--- src/rtl/ps2_key_pkg.sv ---
// rtl/ps2_key_pkg.sv - PS/2 protocol constants, FSM states and scancode-to-MC-10 key table.
package ps2_key_pkg;

    localparam logic [7:0] NO_KEY = 8'hFF;

    localparam logic [7:0] SC_E0 = 8'hE0;
    localparam logic [7:0] SC_F0 = 8'hF0;
    localparam logic [7:0] SC_E1 = 8'hE1;

    localparam logic [7:0] SC_BAT    = 8'hAA;
    localparam logic [7:0] SC_ACK    = 8'hFA;
    localparam logic [7:0] SC_ECHO   = 8'hEE;
    localparam logic [7:0] SC_RESEND = 8'hFE;
    localparam logic [7:0] SC_ERR0   = 8'h00;
    localparam logic [7:0] SC_ERRF   = 8'hFF;

    typedef enum logic [1:0] {IDLE, SHIFT, PARITY, STOP} frame_state_e;
    typedef enum logic [2:0] {P_IDLE, P_E0, P_F0, P_E0F0, P_SKIP} proto_state_e;

    function automatic logic is_ignored(input logic [7:0] b);
        return (b == SC_BAT) || (b == SC_ACK) || (b == SC_ECHO) ||
               (b == SC_RESEND) || (b == SC_ERR0) || (b == SC_ERRF);
    endfunction

    function automatic logic [7:0] mc10_key(input logic [2:0] col, input logic [2:0] row);
        return {1'b0, col, 1'b0, row};
    endfunction

    // Index is {extended, scancode}; MC-10 matrix rows 0-6, columns 0-7.
    function automatic logic [7:0] map_entry(input logic [8:0] idx);
        case (idx)
            9'h01C: return mc10_key(3'd1, 3'd0); // A
            9'h032: return mc10_key(3'd2, 3'd0); // B
            9'h021: return mc10_key(3'd3, 3'd0); // C
            9'h023: return mc10_key(3'd4, 3'd0); // D
            9'h024: return mc10_key(3'd5, 3'd0); // E
            9'h02B: return mc10_key(3'd6, 3'd0); // F
            9'h034: return mc10_key(3'd7, 3'd0); // G
            9'h033: return mc10_key(3'd0, 3'd1); // H
            9'h043: return mc10_key(3'd1, 3'd1); // I
            9'h03B: return mc10_key(3'd2, 3'd1); // J
            9'h042: return mc10_key(3'd3, 3'd1); // K
            9'h04B: return mc10_key(3'd4, 3'd1); // L
            9'h03A: return mc10_key(3'd5, 3'd1); // M
            9'h031: return mc10_key(3'd6, 3'd1); // N
            9'h044: return mc10_key(3'd7, 3'd1); // O
            9'h04D: return mc10_key(3'd0, 3'd2); // P
            9'h015: return mc10_key(3'd1, 3'd2); // Q
            9'h02D: return mc10_key(3'd2, 3'd2); // R
            9'h01B: return mc10_key(3'd3, 3'd2); // S
            9'h02C: return mc10_key(3'd4, 3'd2); // T
            9'h03C: return mc10_key(3'd5, 3'd2); // U
            9'h02A: return mc10_key(3'd6, 3'd2); // V
            9'h01D: return mc10_key(3'd7, 3'd2); // W
            9'h022: return mc10_key(3'd0, 3'd3); // X
            9'h035: return mc10_key(3'd1, 3'd3); // Y
            9'h01A: return mc10_key(3'd2, 3'd3); // Z
            9'h05A: return mc10_key(3'd6, 3'd3); // ENTER
            9'h15A: return mc10_key(3'd6, 3'd3); // keypad ENTER
            9'h029: return mc10_key(3'd7, 3'd3); // SPACE
            9'h045: return mc10_key(3'd0, 3'd4); // 0
            9'h016: return mc10_key(3'd1, 3'd4); // 1
            9'h01E: return mc10_key(3'd2, 3'd4); // 2
            9'h026: return mc10_key(3'd3, 3'd4); // 3
            9'h025: return mc10_key(3'd4, 3'd4); // 4
            9'h02E: return mc10_key(3'd5, 3'd4); // 5
            9'h036: return mc10_key(3'd6, 3'd4); // 6
            9'h03D: return mc10_key(3'd7, 3'd4); // 7
            9'h03E: return mc10_key(3'd0, 3'd5); // 8
            9'h046: return mc10_key(3'd1, 3'd5); // 9
            9'h04C: return mc10_key(3'd3, 3'd5); // ;
            9'h041: return mc10_key(3'd4, 3'd5); // ,
            9'h04E: return mc10_key(3'd5, 3'd5); // -
            9'h049: return mc10_key(3'd6, 3'd5); // .
            9'h04A: return mc10_key(3'd7, 3'd5); // /
            9'h014: return mc10_key(3'd0, 3'd6); // CTRL
            9'h076: return mc10_key(3'd2, 3'd6); // ESC as BREAK
            9'h012: return mc10_key(3'd7, 3'd6); // SHIFT
            9'h059: return mc10_key(3'd7, 3'd6); // right SHIFT
            default: return NO_KEY;
        endcase
    endfunction

    function automatic logic [511:0][7:0] build_table();
        logic [511:0][7:0] t;
        for (int i = 0; i < 512; i++) begin
            t[i] = map_entry(9'(i));
        end
        return t;
    endfunction

    localparam logic [511:0][7:0] SCANCODE_TABLE = build_table();

endpackage

--- src/rtl/scancode_rom.sv ---
// rtl/scancode_rom.sv - Combinational {ext, scancode} to MC-10 key_code lookup.
module scancode_rom
    import ps2_key_pkg::*;
(
    input  logic [8:0] index,
    output logic [7:0] key_code
);

    always_comb begin
        key_code = SCANCODE_TABLE[index];
    end

endmodule

--- src/rtl/ps2_key_decoder.sv ---
// rtl/ps2_key_decoder.sv - PS/2 frame receiver, make/break protocol decoder and held-key register.
module ps2_key_decoder
    import ps2_key_pkg::*;
#(
    parameter int FILTER_LEN     = 8,
    parameter int TIMEOUT_CYCLES = 50000
) (
    input  logic       clk,
    input  logic       reset,
    input  logic       ps2_clk,
    input  logic       ps2_data,
    output logic [7:0] key_code,
    output logic       key_strobe,
    output logic       frame_err
);

    localparam int FW = $clog2(FILTER_LEN + 1);
    localparam int TW = $clog2(TIMEOUT_CYCLES + 1);
    localparam logic [FW-1:0] FILT_MAX = FW'(FILTER_LEN - 1);
    localparam logic [TW-1:0] TMO_MAX  = TW'(TIMEOUT_CYCLES - 1);

    logic          clk_s1_q, clk_s1_d, clk_s2_q, clk_s2_d;
    logic          data_s1_q, data_s1_d, data_s2_q, data_s2_d;
    logic          filt_q, filt_d;
    logic [FW-1:0] fcnt_q, fcnt_d;
    logic          fall;

    frame_state_e  fstate_q, fstate_d;
    logic [2:0]    bit_cnt_q, bit_cnt_d;
    logic [7:0]    shift_q, shift_d;
    logic          parity_q, parity_d;
    logic [TW-1:0] tmo_q, tmo_d;
    logic          byte_valid_q, byte_valid_d;
    logic          frame_err_q, frame_err_d;

    proto_state_e  pstate_q, pstate_d;
    logic [2:0]    skip_q, skip_d;
    logic [7:0]    key_q, key_d;
    logic          strobe_q, strobe_d;
    logic          ext;
    logic          brk;
    logic [7:0]    rom_key;

    always_comb begin
        clk_s1_d  = ps2_clk;
        clk_s2_d  = clk_s1_q;
        data_s1_d = ps2_data;
        data_s2_d = data_s1_q;
    end

    // Filtered level flips only after FILTER_LEN consecutive samples disagree with it.
    always_comb begin
        filt_d = filt_q;
        fcnt_d = '0;
        if (clk_s2_q != filt_q) begin
            if (fcnt_q == FILT_MAX) begin
                filt_d = clk_s2_q;
            end else begin
                fcnt_d = fcnt_q + 1'b1;
            end
        end
    end

    assign fall = filt_q && !filt_d;

    always_comb begin
        fstate_d     = fstate_q;
        bit_cnt_d    = bit_cnt_q;
        shift_d      = shift_q;
        parity_d     = parity_q;
        tmo_d        = '0;
        byte_valid_d = 1'b0;
        frame_err_d  = 1'b0;
        if (fall) begin
            case (fstate_q)
                IDLE: begin
                    if (!data_s2_q) begin
                        fstate_d  = SHIFT;
                        bit_cnt_d = '0;
                    end
                end
                SHIFT: begin
                    shift_d   = {data_s2_q, shift_q[7:1]};
                    bit_cnt_d = bit_cnt_q + 1'b1;
                    if (bit_cnt_q == 3'd7) begin
                        fstate_d = PARITY;
                    end
                end
                PARITY: begin
                    parity_d = data_s2_q;
                    fstate_d = STOP;
                end
                STOP: begin
                    if (data_s2_q && (^{shift_q, parity_q})) begin
                        byte_valid_d = 1'b1;
                    end else begin
                        frame_err_d = 1'b1;
                    end
                    fstate_d = IDLE;
                end
                default: fstate_d = IDLE;
            endcase
        end else if (fstate_q != IDLE) begin
            if (tmo_q == TMO_MAX) begin
                fstate_d  = IDLE;
                bit_cnt_d = '0;
            end else begin
                tmo_d = tmo_q + 1'b1;
            end
        end
    end

    assign ext = (pstate_q == P_E0) || (pstate_q == P_E0F0);
    assign brk = (pstate_q == P_F0) || (pstate_q == P_E0F0);

    scancode_rom u_rom (
        .index    ({ext, shift_q}),
        .key_code (rom_key)
    );

    always_comb begin
        pstate_d = pstate_q;
        skip_d   = skip_q;
        key_d    = key_q;
        strobe_d = 1'b0;
        if (frame_err_q) begin
            pstate_d = P_IDLE;
        end else if (byte_valid_q) begin
            if (pstate_q == P_SKIP) begin
                skip_d = skip_q - 1'b1;
                if (skip_q == 3'd1) begin
                    pstate_d = P_IDLE;
                end
            end else if (shift_q == SC_E1) begin
                skip_d   = 3'd7;
                pstate_d = P_SKIP;
            end else if (shift_q == SC_E0) begin
                pstate_d = P_E0;
            end else if (shift_q == SC_F0) begin
                if (pstate_q == P_IDLE) begin
                    pstate_d = P_F0;
                end else if (pstate_q == P_E0) begin
                    pstate_d = P_E0F0;
                end
            end else begin
                pstate_d = P_IDLE;
                if (!is_ignored(shift_q) && rom_key != NO_KEY) begin
                    if (!brk) begin
                        key_d    = rom_key;
                        strobe_d = 1'b1;
                    end else if (rom_key == key_q) begin
                        key_d = NO_KEY;
                    end
                end
            end
        end
    end

    always_ff @(posedge clk or posedge reset) begin
        if (reset) begin
            clk_s1_q     <= 1'b1;
            clk_s2_q     <= 1'b1;
            data_s1_q    <= 1'b1;
            data_s2_q    <= 1'b1;
            filt_q       <= 1'b1;
            fcnt_q       <= '0;
            fstate_q     <= IDLE;
            bit_cnt_q    <= '0;
            shift_q      <= '0;
            parity_q     <= 1'b0;
            tmo_q        <= '0;
            byte_valid_q <= 1'b0;
            frame_err_q  <= 1'b0;
            pstate_q     <= P_IDLE;
            skip_q       <= '0;
            key_q        <= NO_KEY;
            strobe_q     <= 1'b0;
        end else begin
            clk_s1_q     <= clk_s1_d;
            clk_s2_q     <= clk_s2_d;
            data_s1_q    <= data_s1_d;
            data_s2_q    <= data_s2_d;
            filt_q       <= filt_d;
            fcnt_q       <= fcnt_d;
            fstate_q     <= fstate_d;
            bit_cnt_q    <= bit_cnt_d;
            shift_q      <= shift_d;
            parity_q     <= parity_d;
            tmo_q        <= tmo_d;
            byte_valid_q <= byte_valid_d;
            frame_err_q  <= frame_err_d;
            pstate_q     <= pstate_d;
            skip_q       <= skip_d;
            key_q        <= key_d;
            strobe_q     <= strobe_d;
        end
    end

    assign key_code   = key_q;
    assign key_strobe = strobe_q;
    assign frame_err  = frame_err_q;

endmodule

--- config.mk ---
export PLATFORM = sky130hd
export DESIGN_NAME = ps2_key_decoder
export DESIGN_NICKNAME = d
export VERILOG_FILES = /design/src/rtl/ps2_key_pkg.sv /design/src/rtl/scancode_rom.sv /design/src/rtl/ps2_key_decoder.sv
export SDC_FILE = /design/constraint.sdc
export NUM_CORES = 1
export LEC_CHECK = 0
export CAP_MARGIN = 20
export CORE_UTILIZATION = 40
export CTS_CLUSTER_SIZE = 8
export DETAILED_ROUTE_END_ITERATION = 8
export PLACE_DENSITY_LB_ADDON = 0.1
export SLEW_MARGIN = 20
export SYNTH_ARGS = -nofsm -noshare
export SYNTH_HDL_FRONTEND = slang
export SYNTH_SLANG_ARGS = --single-unit
--- constraint.sdc ---
create_clock -name clk -period 8 [get_ports clk]
set_input_delay 1.6 -clock clk [delete_from_list [all_inputs] [get_ports clk]]
set_output_delay 1.6 -clock clk [all_outputs]
set_load 0.02 [all_outputs]
==> metrics.yaml <==
cts_tree: "yes"
crit_path_max_fanout: 13
clockBufferDepth: 2
vdd_drop_max_v: 0.0000948
grt_overflow_total: 0
status: "finished, final reports clean"
gp_congestion: 0.859
timing.hold.ws_ns: 0.363
hold_viol: 0
syn-cell-area_um2: 3980
drive_gt1_share_pct: 14.3
grt_max_degree: 56
finalWirelength_um: 8720
leakagePower_nw: 1.67
critPathLaunchType: "flip-flop"
slew_viol_final: 0
synth_cell_type_count: 73
clk_latency_ns: 0.31
yosysSeqAreaShare_pct: 34.9
synth_top_cell_by_area: "dfrtp_1"
cts_resized: 0
num_vias: 3064
cellPowerDensity_nw_per_um2: 122
hpwlAfterDp_um: 6160
cts_hold_buf: 0
synth_flop_cell: "dfrtp_1"
post_cts_buffers: 0
synth.top_cell.area_share_pct: 27.0
post-route-period-util_pct: 42.2
syn_nets: 455
critical_path_class: "flip-flop to flip-flop"
fill_cells: 999
fmax_ghz: 0.297
ant_nets: 0
remaining_drc_errors: 0
antenna_found_initial: 0
ys_warn_count: 0
cp.arrival_ns: 3.59
avgSynthCellArea_um2: 9.20
drt_iter0_markers: 182
firstDrtPassIters: 4
rsz0062_at_grt: "false"
ys_seq_elements: 55
required_ns: 8.22
syn2layout_area_growth_pct: 6.66
cts_inserted_buffers: 5
grt_pass1_wl_um: 15000
period_needed_ns: 3.37
synth_cells: 433
cts_sinks: 55
diodes: 0
die_h_um: 102
grt.total_usage_pct: 18.2
ctsRootBufferMaster: "clkbuf_8"
io_buffers: 13
synth-edff-count: 0
core.rowCount: 36
wl_per_cell_um: 15.4
worst_pin_slew_ns: 1.04
initial_utilization_pct: 40.9
core_area_um2: 9730
dieWidth_um: 102
skew_ns: 0.00621
die-area_um2: 10400
relSlewSlack_pct: 30.7
vias_per_cell: 5.39
htree_levels: 2
grt_pass1_vias: 3005
synthTopCellsByArea: "dfrtp_1 27%, dfstp_2 7.9%, ha_1 5.7%, nor2_1 4.1%, xnor2_1 4.0%"
clk_pin_slew_ns: 0.11
async_flop_share_pct: 100
setup_violations: 0
hold_class: "flip-flop to flip-flop"
crit_path_end_kind: "flip-flop"
io_pins: 14
final_nets: 456
cap_violations: 0
tns_ns: 0
-- where the power goes --
| part | switching (W) | total [W] | internal (W) |
|---|---|---|---|
| registers | 0.00000802 | 0.000298 | 0.000290 |
| clock network | 0.0000987 | 0.000194 | 0.0000951 |
| logic | 0.0000136 | 0.0000253 | 0.0000118 |
| total | 0.000120 | 0.000517 | 0.000397 |
-- through the flow --
step | setup slack, ns | cells | power [W] | instance area [um2] | utilization, %
after floorplan | 5.08 | 433 | 0.000321 | 3980 | -
after global placement | 4.63 | 560 | 0.000328 | 4130 | 42.5
after global routing | 4.23 | 568 | 0.000538 | 4250 | 43.7
final | 4.63 | 568 | 0.000517 | 4250 | 43.7
after detailed placement | 4.67 | 560 | 0.000329 | 4130 | 42.5
after CTS | 4.62 | 568 | 0.000525 | 4250 | 43.7
-- cells in the mapped netlist (5+ instances only) --
master,n
a211oi_1,7
a21oi_1,27
and3_1,7
buf_4,5
buf_6,9
dfrtp_1,43
dfstp_2,12
ha_1,18
inv_1,17
mux2_2,11
nand2_1,37
nand2b_1,15
nand3_1,16
nand3b_1,5
nor2_1,44
nor2b_1,11
nor3_1,6
nor3b_1,5
o21ai_0,8
xnor2_1,18
xor2_1,12
-- cell families (layout without fill, tap and decap cells) --
group / Yosys count / after routing / synth area share [%]
AO/OA/AOI/OAI: 99 / 99 / 19.0
buffers and inverters: 41 / 43 / 6.16
AND/OR/NAND/NOR: 175 / 175 / 23.4
adder cells (fa/ha/maj): 18 / 18 / 5.66
flip-flops: 55 / 55 / 34.9
multiplexers: 15 / 15 / 4.24
XOR/XNOR: 30 / 30 / 6.60
-- cell type report --
cell class / instances / area, um2 / share of cell area (%)
tap: 133 / 166 / 3.92
clock inverter: 3 / 47.5 / 1.12
inverter: 18 / 67.6 / 1.59
multi-input combinational: 337 / 2350 / 55.2
clock buffer: 5 / 68.8 / 1.62
timing repair buffer: 17 / 160 / 3.77
sequential: 55 / 1390 / 32.8
-- placed cells by master (no fill, tap or decap), types with 4 or more instances in the layout --
cell,n
nor2_1,44
inv_1,16
and3_1,7
ha_1,18
a211oi_2,4
nor2b_1,11
nand3_1,16
nor4b_1,4
a21oi_2,4
nor3b_1,5
o21ai_0,8
a21oi_1,27
nand4_1,4
nor3_1,6
a211oi_1,7
mux2_2,11
clkdlybuf4s50_1,13
o22ai_1,4
buf_4,4
dfstp_2,12
nor4_1,4
dfrtp_1,43
nand2b_1,15
xnor2_1,18
clkbuf_8,5
o21ai_1,4
nand2_1,37
nand3b_1,5
o211ai_1,4
xor2_1,12
-- final timing paths --
| check | depth (start not counted) | end | start | slack (ns) |
|---|---|---|---|---|
| worst max-delay path | 10 | key_code[4] | shift_q[0] | 4.63 |
| worst min-delay path | 0 | clk_s2_q | clk_s1_q | 0.36 |
| worst max register to register | 10 | key_code[4] | shift_q[0] | 4.63 |
| worst min register to register | 0 | clk_s2_q | clk_s1_q | 0.36 |
| max in group asynchronous | 3 | tmo_q[11] | reset | 5.74 |
| min in group asynchronous | 3 | fstate_q[0] | reset | 1.78 |
-- routing by layer --
layer / up-vias / wire (um) / track usage, %
met3: 10 / 213 / 2.14
met2: 37 / 4190 / 29.6
met5: - / 0 / 0
met1: 1481 / 4220 / 26.0
li1: 1536 / - / -
met4: 0 / 97 / 4.01
-- registers in the layout, summed over array words and instances, names as in the netlist, 2 cells and up --
name / count
shift_q: 8
tmo_q: 16
fcnt_q: 4
pstate_q: 3
fstate_q: 2
bit_cnt_q: 3
skip_q: 3
key_code: 7
-- critical path, stage by stage (launching register included) --
cell and delay (ns):
dfrtp_1 0.63, inv_1 0.18, ha_1 0.43, mux2_2 0.38, a221oi_2 0.24, a311oi_2 0.08, o31ai_2 0.36, xor2_1 0.12
nor4b_1 0.39, a21oi_2 0.19, a221oi_1 0.28
(Power assumes the default switching activity.)
